`config.mk`:
```
export PLATFORM = sky130hd
export DESIGN_NAME = softmax_job_sched_flat
export DESIGN_NICKNAME = d
export VERILOG_FILES = /design/src/rtl/softmax_job_sched_pkg.sv /design/src/rtl/softmax_job_sched_if.sv /design/src/rtl/softmax_job_sched_fifo.sv /design/src/rtl/softmax_job_sched.sv /design/src/flat_wrapper.sv
export SDC_FILE = /design/constraint.sdc
export NUM_CORES = 1
export LEC_CHECK = 0
export CAP_MARGIN = 20
export CORE_UTILIZATION = 39
export DETAILED_ROUTE_END_ITERATION = 7
export GPL_TIMING_DRIVEN = 0
export PLACE_DENSITY = 0.57
export SETUP_SLACK_MARGIN = 0.05
export SYNTH_ARGS = -nofsm -noshare
export SYNTH_HDL_FRONTEND = slang
export SYNTH_SLANG_ARGS = --single-unit
```
`constraint.sdc`:
```
create_clock -name clk -period 2.2 [get_ports clk]
set_input_delay 0.66 -clock clk [delete_from_list [all_inputs] [get_ports clk]]
set_output_delay 0.66 -clock clk [all_outputs]
set_load 0.01 [all_outputs]
```
`src/rtl/softmax_job_sched_pkg.sv`:
```
// Shared definitions for the softmax job scheduler: FSM state encoding and
// the field layout of a job record as stored in the job FIFO.
package softmax_job_sched_pkg;

    typedef enum logic [2:0] {
        ST_IDLE  = 3'd0,
        ST_CLEAR = 3'd1,
        ST_INIT  = 3'd2,
        ST_START = 3'd3,
        ST_WAIT  = 3'd4,
        ST_FLUSH = 3'd5
    } sched_state_e;

    // Job record = {dst_base, src_end, src_start}, each field ADDRSIZE wide.
    localparam int JOB_FIELDS      = 3;
    localparam int JOB_SRC_START_F = 0;
    localparam int JOB_SRC_END_F   = 1;
    localparam int JOB_DST_BASE_F  = 2;

endpackage

```
`src/rtl/softmax_job_sched_if.sv`:
```
// Host/DMA job command port: valid/ready handshake carrying one job record.
interface softmax_job_sched_if #(
    parameter int ADDRSIZE = 8
) ();
    logic                job_valid;
    logic                job_ready;
    logic [ADDRSIZE-1:0] job_src_start;
    logic [ADDRSIZE-1:0] job_src_end;
    logic [ADDRSIZE-1:0] job_dst_base;

    modport master (output job_valid, job_src_start, job_src_end, job_dst_base,
                    input  job_ready);
    modport slave  (input  job_valid, job_src_start, job_src_end, job_dst_base,
                    output job_ready);
endinterface

```
`src/rtl/softmax_job_sched_fifo.sv`:
```
// Synchronous job FIFO with registered count; head entry is visible on rdata
// whenever the FIFO is non-empty. Push and pop may coincide, even when full.
module softmax_job_fifo
    import softmax_job_sched_pkg::*;
#(
    parameter int WIDTH = 24,
    parameter int DEPTH = 4
) (
    input  logic             clk,
    input  logic             rst_n,
    input  logic             push,
    input  logic             pop,
    input  logic [WIDTH-1:0] wdata,
    output logic [WIDTH-1:0] rdata,
    output logic             full,
    output logic             empty
);
    localparam int PW = (DEPTH > 1) ? $clog2(DEPTH) : 1;

    logic [PW-1:0]    wr_ptr_q, wr_ptr_d;
    logic [PW-1:0]    rd_ptr_q, rd_ptr_d;
    logic [PW:0]      count_q, count_d;
    logic [WIDTH-1:0] mem_q [DEPTH];

    always_comb begin
        wr_ptr_d = wr_ptr_q;
        rd_ptr_d = rd_ptr_q;
        count_d  = count_q;
        if (push) wr_ptr_d = wr_ptr_q + PW'(1);
        if (pop)  rd_ptr_d = rd_ptr_q + PW'(1);
        case ({push, pop})
            2'b10:   count_d = count_q + (PW+1)'(1);
            2'b01:   count_d = count_q - (PW+1)'(1);
            default: count_d = count_q;
        endcase
    end

    always_ff @(posedge clk or negedge rst_n) begin
        if (!rst_n) begin
            wr_ptr_q <= '0;
            rd_ptr_q <= '0;
            count_q  <= '0;
        end else begin
            wr_ptr_q <= wr_ptr_d;
            rd_ptr_q <= rd_ptr_d;
            count_q  <= count_d;
        end
    end

    always_ff @(posedge clk) begin
        if (push) mem_q[wr_ptr_q] <= wdata;
    end

    assign rdata = mem_q[rd_ptr_q];
    assign full  = (count_q == (PW+1)'(DEPTH));
    assign empty = (count_q == '0);

endmodule

```
`src/rtl/softmax_job_sched.sv`:
```
// Sequences one softmax datapath over queued vector jobs: clear, init, start,
// wait for done, generate write-back addresses, with a watchdog abort path.
module softmax_job_sched
    import softmax_job_sched_pkg::*;
#(
    parameter int ADDRSIZE = 8,
    parameter int QDEPTH   = 4,
    parameter int TMO_CYC  = 4096,
    parameter int TMO_W    = 13
) (
    input  logic                clk,
    input  logic                reset,
    softmax_job_sched_if.slave  job,
    output logic                sm_reset,
    output logic                sm_init,
    output logic                sm_start,
    output logic [ADDRSIZE-1:0] sm_start_addr,
    output logic [ADDRSIZE-1:0] sm_end_addr,
    input  logic                sm_done,
    output logic                wr_en,
    output logic [ADDRSIZE-1:0] wr_addr,
    output logic                busy,
    output logic                job_done,
    output logic                err_timeout
);
    localparam int JW        = JOB_FIELDS * ADDRSIZE;
    localparam int SRC_S_LSB = JOB_SRC_START_F * ADDRSIZE;
    localparam int SRC_E_LSB = JOB_SRC_END_F * ADDRSIZE;
    localparam int DST_LSB   = JOB_DST_BASE_F * ADDRSIZE;

    sched_state_e        state_q, state_d;
    logic [ADDRSIZE-1:0] src_start_q, src_start_d;
    logic [ADDRSIZE-1:0] src_end_q, src_end_d;
    logic [ADDRSIZE-1:0] wr_addr_q, wr_addr_d;
    logic [TMO_W-1:0]    wd_q, wd_d;
    logic                done_seen_q, done_seen_d;
    logic                done_prev_q, done_prev_d;
    logic                flush_q, flush_d;
    logic                err_q, err_d;

    logic          fifo_push, fifo_pop, fifo_full, fifo_empty, ready;
    logic [JW-1:0] fifo_head, fifo_wdata;
    logic          in_wait, done_fall, timeout;

    // A pop frees a slot in the same cycle, so a full FIFO may still accept.
    assign fifo_pop      = (state_q == ST_IDLE) && !fifo_empty;
    assign ready         = !fifo_full || fifo_pop;
    assign fifo_push     = job.job_valid && ready;
    assign fifo_wdata    = {job.job_dst_base, job.job_src_end, job.job_src_start};
    assign job.job_ready = ready;

    softmax_job_fifo #(
        .WIDTH (JW),
        .DEPTH (QDEPTH)
    ) u_fifo (
        .clk   (clk),
        .rst_n (reset),
        .push  (fifo_push),
        .pop   (fifo_pop),
        .wdata (fifo_wdata),
        .rdata (fifo_head),
        .full  (fifo_full),
        .empty (fifo_empty)
    );

    assign in_wait   = (state_q == ST_WAIT);
    assign done_fall = in_wait && done_prev_q && !sm_done;
    assign timeout   = in_wait && !done_seen_q && !sm_done
                       && (wd_q == TMO_W'(TMO_CYC - 1));

    always_comb begin
        state_d     = state_q;
        src_start_d = src_start_q;
        src_end_d   = src_end_q;
        wr_addr_d   = wr_addr_q;
        wd_d        = wd_q;
        done_seen_d = done_seen_q;
        flush_d     = flush_q;
        err_d       = err_q;
        // Edge detector only tracks done inside WAIT so stray pulses are ignored.
        done_prev_d = in_wait && sm_done;
        case (state_q)
            ST_IDLE: begin
                if (fifo_pop) begin
                    src_start_d = fifo_head[SRC_S_LSB +: ADDRSIZE];
                    src_end_d   = fifo_head[SRC_E_LSB +: ADDRSIZE];
                    wr_addr_d   = fifo_head[DST_LSB +: ADDRSIZE];
                    state_d     = ST_CLEAR;
                end
            end
            ST_CLEAR: state_d = ST_INIT;
            ST_INIT:  state_d = ST_START;
            ST_START: begin
                wd_d        = '0;
                done_seen_d = 1'b0;
                state_d     = ST_WAIT;
            end
            ST_WAIT: begin
                if (sm_done) begin
                    wr_addr_d   = wr_addr_q + ADDRSIZE'(1);
                    done_seen_d = 1'b1;
                end
                if (done_fall) begin
                    state_d = ST_IDLE;
                end else if (timeout) begin
                    err_d   = 1'b1;
                    flush_d = 1'b0;
                    state_d = ST_FLUSH;
                end else if (!done_seen_q && !sm_done) begin
                    wd_d = wd_q + TMO_W'(1);
                end
            end
            ST_FLUSH: begin
                flush_d = 1'b1;
                if (flush_q) begin
                    flush_d = 1'b0;
                    state_d = ST_IDLE;
                end
            end
            default: state_d = ST_IDLE;
        endcase
    end

    always_ff @(posedge clk or negedge reset) begin
        if (!reset) begin
            state_q     <= ST_IDLE;
            src_start_q <= '0;
            src_end_q   <= '0;
            wr_addr_q   <= '0;
            wd_q        <= '0;
            done_seen_q <= 1'b0;
            done_prev_q <= 1'b0;
            flush_q     <= 1'b0;
            err_q       <= 1'b0;
        end else begin
            state_q     <= state_d;
            src_start_q <= src_start_d;
            src_end_q   <= src_end_d;
            wr_addr_q   <= wr_addr_d;
            wd_q        <= wd_d;
            done_seen_q <= done_seen_d;
            done_prev_q <= done_prev_d;
            flush_q     <= flush_d;
            err_q       <= err_d;
        end
    end

    assign sm_reset      = (state_q == ST_IDLE) || (state_q == ST_CLEAR) || (state_q == ST_FLUSH);
    assign sm_init       = (state_q == ST_INIT);
    assign sm_start      = (state_q == ST_START);
    assign sm_start_addr = src_start_q;
    assign sm_end_addr   = src_end_q;
    assign wr_en         = in_wait && sm_done;
    assign wr_addr       = wr_addr_q;
    assign busy          = (state_q != ST_IDLE);
    assign job_done      = done_fall;
    assign err_timeout   = err_q;

endmodule

```
`src/flat_wrapper.sv`:
```
// flat-port wrapper written by rule: the top's interface ports become plain ports
module softmax_job_sched_flat import softmax_job_sched_pkg::*;
#(
    parameter int ADDRSIZE = 8,
    parameter int QDEPTH   = 4,
    parameter int TMO_CYC  = 4096,
    parameter int TMO_W    = 13
)
  (clk, reset, sm_reset, sm_init, sm_start, sm_start_addr, sm_end_addr, sm_done, wr_en, wr_addr, busy, job_done, err_timeout, job_job_valid, job_job_src_start, job_job_src_end, job_job_dst_base, job_job_ready);
  softmax_job_sched_if #(.ADDRSIZE(ADDRSIZE)) job_i ();
  input  logic clk;
  input  logic reset;
  output logic sm_reset;
  output logic sm_init;
  output logic sm_start;
  output logic [ADDRSIZE-1:0] sm_start_addr;
  output logic [ADDRSIZE-1:0] sm_end_addr;
  input  logic sm_done;
  output logic wr_en;
  output logic [ADDRSIZE-1:0] wr_addr;
  output logic busy;
  output logic job_done;
  output logic err_timeout;
  input wire logic [$bits(job_i.job_valid)-1:0] job_job_valid;
  input wire logic [$bits(job_i.job_src_start)-1:0] job_job_src_start;
  input wire logic [$bits(job_i.job_src_end)-1:0] job_job_src_end;
  input wire logic [$bits(job_i.job_dst_base)-1:0] job_job_dst_base;
  output wire logic [$bits(job_i.job_ready)-1:0] job_job_ready;
  assign job_i.job_valid = job_job_valid;
  assign job_i.job_src_start = job_job_src_start;
  assign job_i.job_src_end = job_job_src_end;
  assign job_i.job_dst_base = job_job_dst_base;
  assign job_job_ready = job_i.job_ready;
  softmax_job_sched #(.ADDRSIZE(ADDRSIZE), .QDEPTH(QDEPTH), .TMO_CYC(TMO_CYC), .TMO_W(TMO_W)) u_core (.clk(clk), .reset(reset), .job(job_i), .sm_reset(sm_reset), .sm_init(sm_init), .sm_start(sm_start), .sm_start_addr(sm_start_addr), .sm_end_addr(sm_end_addr), .sm_done(sm_done), .wr_en(wr_en), .wr_addr(wr_addr), .busy(busy), .job_done(job_done), .err_timeout(err_timeout));
endmodule
```
# After elaboration in Yosys (flattened, before gate mapping)
# Memory sizes are Yosys's and may differ from the RTL's.
# Cells that the tools add are included.
[totals]
ram_bits = 96
latch_bits = 0
elab_cells = 88
rom_bits = 0
ff_bits = 51
n_memories = 1
[op_classes]
reduce_logical = 30
n_shift = 0
muxes = 21
magnitude_cmp = 0
addsub = 6
div = 0
bitwise = 1
multipliers = 0
n_eq_ne = 17
[memory_table]
columns = ["name", "words", "width", "rd", "rd_ports_with_merged_regs", "write_ports", "line_no", "text"]
rows = [
  ["u_core.u_fifo.mem_q", 4, 24, 1, 0, 1, "softmax_job_sched_fifo.sv:23", "logic [WIDTH-1:0] mem_q [DEPTH];"],
]
[op_table]
columns = ["operator", "count"]
rows = [
  ["13-bit two-way mux", 3],
  ["13-bit one-hot mux with 2 select lines", 1],
  ["3-bit one-hot mux with 6 select lines", 1],
  ["8-bit two-way mux", 2],
  ["8-bit one-hot mux with 2 select lines", 1],
  ["13-bit by 1-bit adder with 13-bit output, second input constant", 1],
  ["13-bit by 12-bit == test with 1-bit output, second input constant", 1],
  ["3-bit two-way mux", 4],
  ["3-bit AND reduction", 4],
  ["2-bit inequality test, second input constant", 5],
  ["3-bit == test, second input constant", 3],
  ["1-bit logical AND", 9],
  ["8-bit by 1-bit adder with 8-bit output, second input constant", 1],
  ["2-bit nonzero test", 4],
  ["3-bit by 2-bit == test with 1-bit output, second input constant", 2],
  ["3-bit zero test", 2],
  ["1-bit two-way mux", 6],
  ["3-bit one-hot mux with 2 select lines", 1],
  ["2-bit by 1-bit adder with 2-bit output, second input constant", 2],
  ["1-bit zero test", 4],
  ["2-bit by 1-bit inequality test with 1-bit output, second input constant", 2],
  ["1-bit one-hot mux with 2 select lines", 2],
  ["2-bit AND reduction", 2],
  ["4-bit AND reduction", 1],
  ["9 further kinds", 11],
]

# Depth between registers and ports, before layout
[logic_depth]
depth_word = 7
ltp_mapped = 8
ltp_nobuf = 7

# Modules after synthesis
# From an unflattened synthesis, not the netlist that was laid out.
[unflattened]
cells_unflattened = 372
hier_area_um2 = 6109.6
[by_module_without_submodules]
columns = ["module", "cells_per_inst", "seq_area_each_um2", "instances", "area_per_inst_um2"]
rows = [
  ["softmax_job_fifo", 162, 3057.9, 1, 3907.5],
  ["softmax_job_sched", 210, 1101.1, 1, 2202.1],
]

# Worst setup path after synthesis
# OpenSTA, ideal clock, no wires.
[synth_timing]
kind = "flip-flop to flip-flop"
from = "register u_core.state_q[0]"
to = "memory u_core.u_fifo.mem_q[0][0] (enable)"
t_required_ps = 1817
n_path_buf = 1
arrival_ps = 1945
path_stages_with_launch = 6
setup_slack_ps = -128
path_cell_list = "dfrtp_1 -> buf_2 -> nor3_4 -> inv_1 -> a31oi_2 -> and2_1"
[synth_via]
elab_chain_cells = 6
[synth_rtl]
columns = ["element", "line_no", "text"]
rows = [
  ["start: declaration", "softmax_job_sched.sv:31", "sched_state_e state_q, state_d;"],
  ["start signal: assignment", "softmax_job_sched.sv:136", "state_q <= state_d;"],
  ["3-bit zero test", "softmax_job_sched.sv:46", "assign fifo_pop = (state_q == ST_IDLE) && !fifo_empty;"],
  ["1-bit logical AND", "softmax_job_sched.sv:46", ""],
  ["1-bit logical OR", "softmax_job_sched.sv:47", "assign ready = !fifo_full || fifo_pop;"],
  ["1-bit logical AND", "softmax_job_sched.sv:48", "assign fifo_push = job.job_valid && ready;"],
  ["1-bit two-way mux", "softmax_job_sched_fifo.sv:51", "if (push) mem_q[wr_ptr_q] <= wdata;"],
  ["1-bit two-way mux (implied by the code)", "softmax_job_sched_fifo.sv:51", ""],
  ["end: declaration", "softmax_job_sched_fifo.sv:23", ""],
]
# No other way between the ends.

# Worst setup path in the final report
[layout_timing]
from = "register u_core.state_q[1]"
to = "output port job_done"
[layout_via]
elab_chain_cells = 3
[layout_rtl]
columns = ["element", "line_no", "text"]
rows = [
  ["3-bit == test", "softmax_job_sched.sv:66", "assign in_wait = (state_q == ST_WAIT);"],
  ["1-bit logical AND (2 in series)", "softmax_job_sched.sv:67", "assign done_fall = in_wait && done_prev_q && !sm_done;"],
  ["end: declaration", "flat_wrapper.sv:22", "output logic job_done;"],
]
# No other way between the ends.

==> flow_metrics.py <==
metrics = {
    "outcome": {
        "outcome": "complete, but fails checks",
        "violations": "setup timing",
    },
    "placement": {
        "hpwl_mm": 7.67,
        "pre_cts_ws_ns": -0.579,
        "portBuffers": 59,
        "place.gp.congestion": 0.790,
        "place_area_um2": 7030,
    },
    "clock_network": {
        "clock_path_buffers": 2,
        "worstSkewPairLatency_ns": 0.42,
        "cts_tree": "built",
        "cts_hold_buf": 0,
        "clock-sinks": 147,
        "cts_buffers": 17,
        "cts_root_buffer": "clkbuf_16",
        "clk_pin_slew_ns": 0.06,
        "cts-htree-levels": 4,
    },
    "die": {
        "io_pins": 60,
        "die_w_um": 128,
        "die_h_um": 128,
        "die-area_um2": 16300,
        "start_util_pct": 40.2,
        "fp-row-count": 45,
        "core_area_um2": 15300,
    },
    "worst_setup_path": {
        "cp_slowest_cell": "dfrtp_1",
        "cp_data_required_time_ns": 1.54,
        "critPathBufInv": 3,
        "start_kind": "register",
        "worst_ep_arrival_time_ns": 1.61,
        "crit_chain": "buf_6 -> or3b_4 -> buf_6 -> nor2_4 -> buf_6",
        "endpoint_kind": "output port",
        "crit_fanout": 7,
        "slowest_delay_ns": 0.37,
        "crit_family": "simple AND/OR/NAND/NOR gates",
        "critical_path_class": "reg -> out",
        "crit_top_cell": "buf_6",
    },
    "final_layout": {
        "regArea_um2": 4160,
        "stdcell_area_um2": 7820,
        "nets": 507,
        "fin_util_pct": 51.1,
        "antenna_cells": 0,
        "drive_gt1_share_pct": 28.9,
        "multi_input_area_um2": 1970,
        "nFillCells": 1322,
        "area_delta_synth_final_pct": 27.1,
    },
    "route": {
        "ant_nets": 0,
        "wl_met2_mm": 6.39,
        "wl_per_cell_um": 18.2,
        "drc": 0,
        "vias_per_cell": 5.16,
        "firstDrtPassIters": 4,
        "wl_met3_um": 557,
        "wirelength_mm": 12.7,
        "highest_layer": "met4",
        "drt-met1-wl_mm": 5.60,
        "vias": 3594,
        "first_iter_violations": 140,
    },
    "logic_synthesis": {
        "ys_warn_count": 0,
        "yosysUniqueCellTypes": 54,
        "syn_area_um2": 6160,
        "syn-num-nets": 411,
        "synth_seq_cells": 147,
        "async_flop_share_pct": 34.7,
        "ys.flop_type": "edfxtp_1",
        "yosysSeqAreaShare_pct": 67.5,
        "syn_inst": 376,
        "synth-edff-count": 96,
        "syn_avg_cell_area_um2": 16.4,
    },
    "timing": {
        "fin_crit_sh_pct": 103,
        "grt_setup_unrepaired": "true",
        "hold_viol": 0,
        "clock_skew_ns": 0.00844,
        "tightest_slew_ns": 0.597,
        "fmax_mhz": 441,
        "relSlewSlack_pct": 60.2,
        "finalSetupViolations": 1,
        "finalMaxSlewViolations": 0,
        "layout_setup_ws_ns": -0.0665,
        "min_period_ns": 2.27,
    },
    "global_routing": {
        "grt_usage_pct": 16.8,
        "grt_pass1_vias": 3757,
        "grt_pass1_wl_mm": 20.2,
        "grt_max_degree": 32,
        "grt_antenna_before_repair": 0,
        "grt-ovfl-total": 0,
    },
    "power": {
        "ir_drop_v": 0.000713,
        "p_per_area_nw_per_um2": 1370,
        "p_leak_uw": 0.00286,
    },
    "job": {
        "cap_violations": 0,
    },
    "worst_hold_path": {
        "hold_path_class": "in -> async",
    },
}
-- layout make-up --
class	instances	area share, %
inverters	8	0.384
plain buffers	18	1.54
clock inverters	15	1.86
flip-flops and latches	147	53.2
repair buffers	76	9.10
well taps	211	3.37
multi-input cells	204	25.1
clock buffers	17	5.44
-- cell usage in the layout, fill, tap and decap left out, types with 3 or more instances in the layout --
cell and instances:
and3_1 3, a211oi_2 6, xnor2_1 5, nand4_1 3, nand3_1 10, o21ai_0 8
dfrtp_1 49, buf_4 18, buf_2 5, and2_4 4, clkbuf_2 5, ha_1 6
clkdlybuf4s50_1 50, nor2_1 9, mux2i_1 11, edfxtp_1 96, and4_1 4, a2bb2oi_1 4
inv_8 3, nand2b_1 10, mux4_2 24, buf_6 7, a31oi_1 4, nand2_1 25
a21oi_1 9, clkbuf_1 5, inv_6 5, inv_1 6, mux2_2 16, a21o_1 4
clkbuf_16 17
-- registers in the layout (all words and copies together), names as in the netlist --
name / count
u_core.done_prev_q: 1
u_core.done_seen_q: 1
u_core.err_timeout: 1
u_core.flush_q: 1
u_core.sm_end_addr: 8
u_core.sm_start_addr: 8
u_core.state_q: 3
u_core.u_fifo.count_q: 3
u_core.u_fifo.mem_q: 96
u_core.u_fifo.rd_ptr_q: 2
u_core.u_fifo.wr_ptr_q: 2
u_core.wd_q: 13
u_core.wr_addr: 8
-- stage by stage --
| stage | hold slack [ns] | std cells | power (µW) | setup TNS [ns] |
|---|---|---|---|---|
| after floorplan | 0.364 | 376 | 6400 | 0 |
| after global placement | 0.447 | 646 | 7640 | -134.52 |
| after detailed placement | 0.462 | 647 | 7740 | -55.59 |
| after CTS | 0.254 | 683 | 10600 | -0.178 |
| after global routing | 0.274 | 696 | 11300 | -0.126 |
| final | 0.240 | 696 | 10700 | -0.0665 |
-- what timing repair did --
item | in CTS | in global routing
gates cloned | 0 | 1
pin swaps | 2 | 7
hold endpoints to repair | 0 | 0
setup buffers | 4 | 12
endpoints found under the setup margin | 119 | 135
resized for setup | 32 | 30
-- final timing paths --
| kind | from | endpoint | slack, ns | cells past startpoint |
|---|---|---|---|---|
| max | u_core.state_q[1] | job_done | -0.07 | 5 |
| max in group asynchronous | reset | u_core.flush_q | 1.37 | 2 |
| min in group clk | u_core.err_timeout | u_core.err_timeout | 0.47 | 1 |
| min | reset | u_core.wd_q[7] | 0.24 | 1 |
| min reg2reg | u_core.err_timeout | u_core.err_timeout | 0.47 | 1 |
| max reg2reg | u_core.state_q[1] | u_core.wd_q[0] | 0.09 | 8 |
-- per-layer routing --
| metal | global-route usage, % | vias to the layer above |
|---|---|---|
| met3 | 4.34 | 13 |
| li1 | - | 1656 |
| met2 | 28.3 | 72 |
| met5 | 0 | - |
| met4 | 6.23 | 0 |
| met1 | 21.1 | 1853 |
-- synth_stat cells (2+ instances only) --
master	number	share of area (%)
mux2i_1	11	1.8
buf_6	4	0.73
a2111oi_2	2	0.49
nand2_1	25	1.5
a211oi_1	7	0.85
o21ai_0	8	0.65
buf_2	4	0.33
a31oi_2	2	0.41
nand2b_1	10	1.0
ha_1	6	1.2
nand3_1	11	0.89
clkbuf_1	9	0.55
a21o_1	4	0.49
inv_1	8	0.49
a2bb2oi_1	4	0.57
xnor2_1	5	0.71
mux2_2	16	2.9
and3_1	3	0.30
mux4_2	24	8.8
a21oi_1	9	0.73
and2_1	4	0.41
and4_1	5	0.71
dfrtp_1	51	21
edfxtp_1	96	47
o22ai_1	2	0.20
a31oi_1	4	0.41
nor2_1	10	0.61
nor3_1	4	0.33
nand4_1	3	0.30
-- report_power, final --
group	leakage, µW	switching, µW	internal, µW
combinational	0.00107	1830	1940
clock	0.000278	1220	1590
sequential	0.00151	392	3730
total	0.00286	3450	7250
-- logic make-up (layout without fill, tap and decap cells) --
kind of cell,count (synthesis),count (layout),synth area share [%]
XOR/XNOR,6,6,0.853
flip-flops,147,147,67.5
AND/OR/NAND/NOR,87,88,8.13
AO/OA/AOI/OAI,51,51,5.97
buffers and inverters,26,134,2.21
multiplexers,52,52,13.7
adder cells (fa/ha/maj),7,7,1.54
-- worst register-to-register path, stage by stage (launching register included) --
cell	delay (ns)
dfrtp_1	0.37
buf_6	0.13
or3b_4	0.37
buf_6	0.13
buf_4	0.14
nor4_4	0.25
buf_4	0.19
a31oi_4	0.10
mux2_4	0.31
Note: power is estimated with default switching activity, not from simulation.
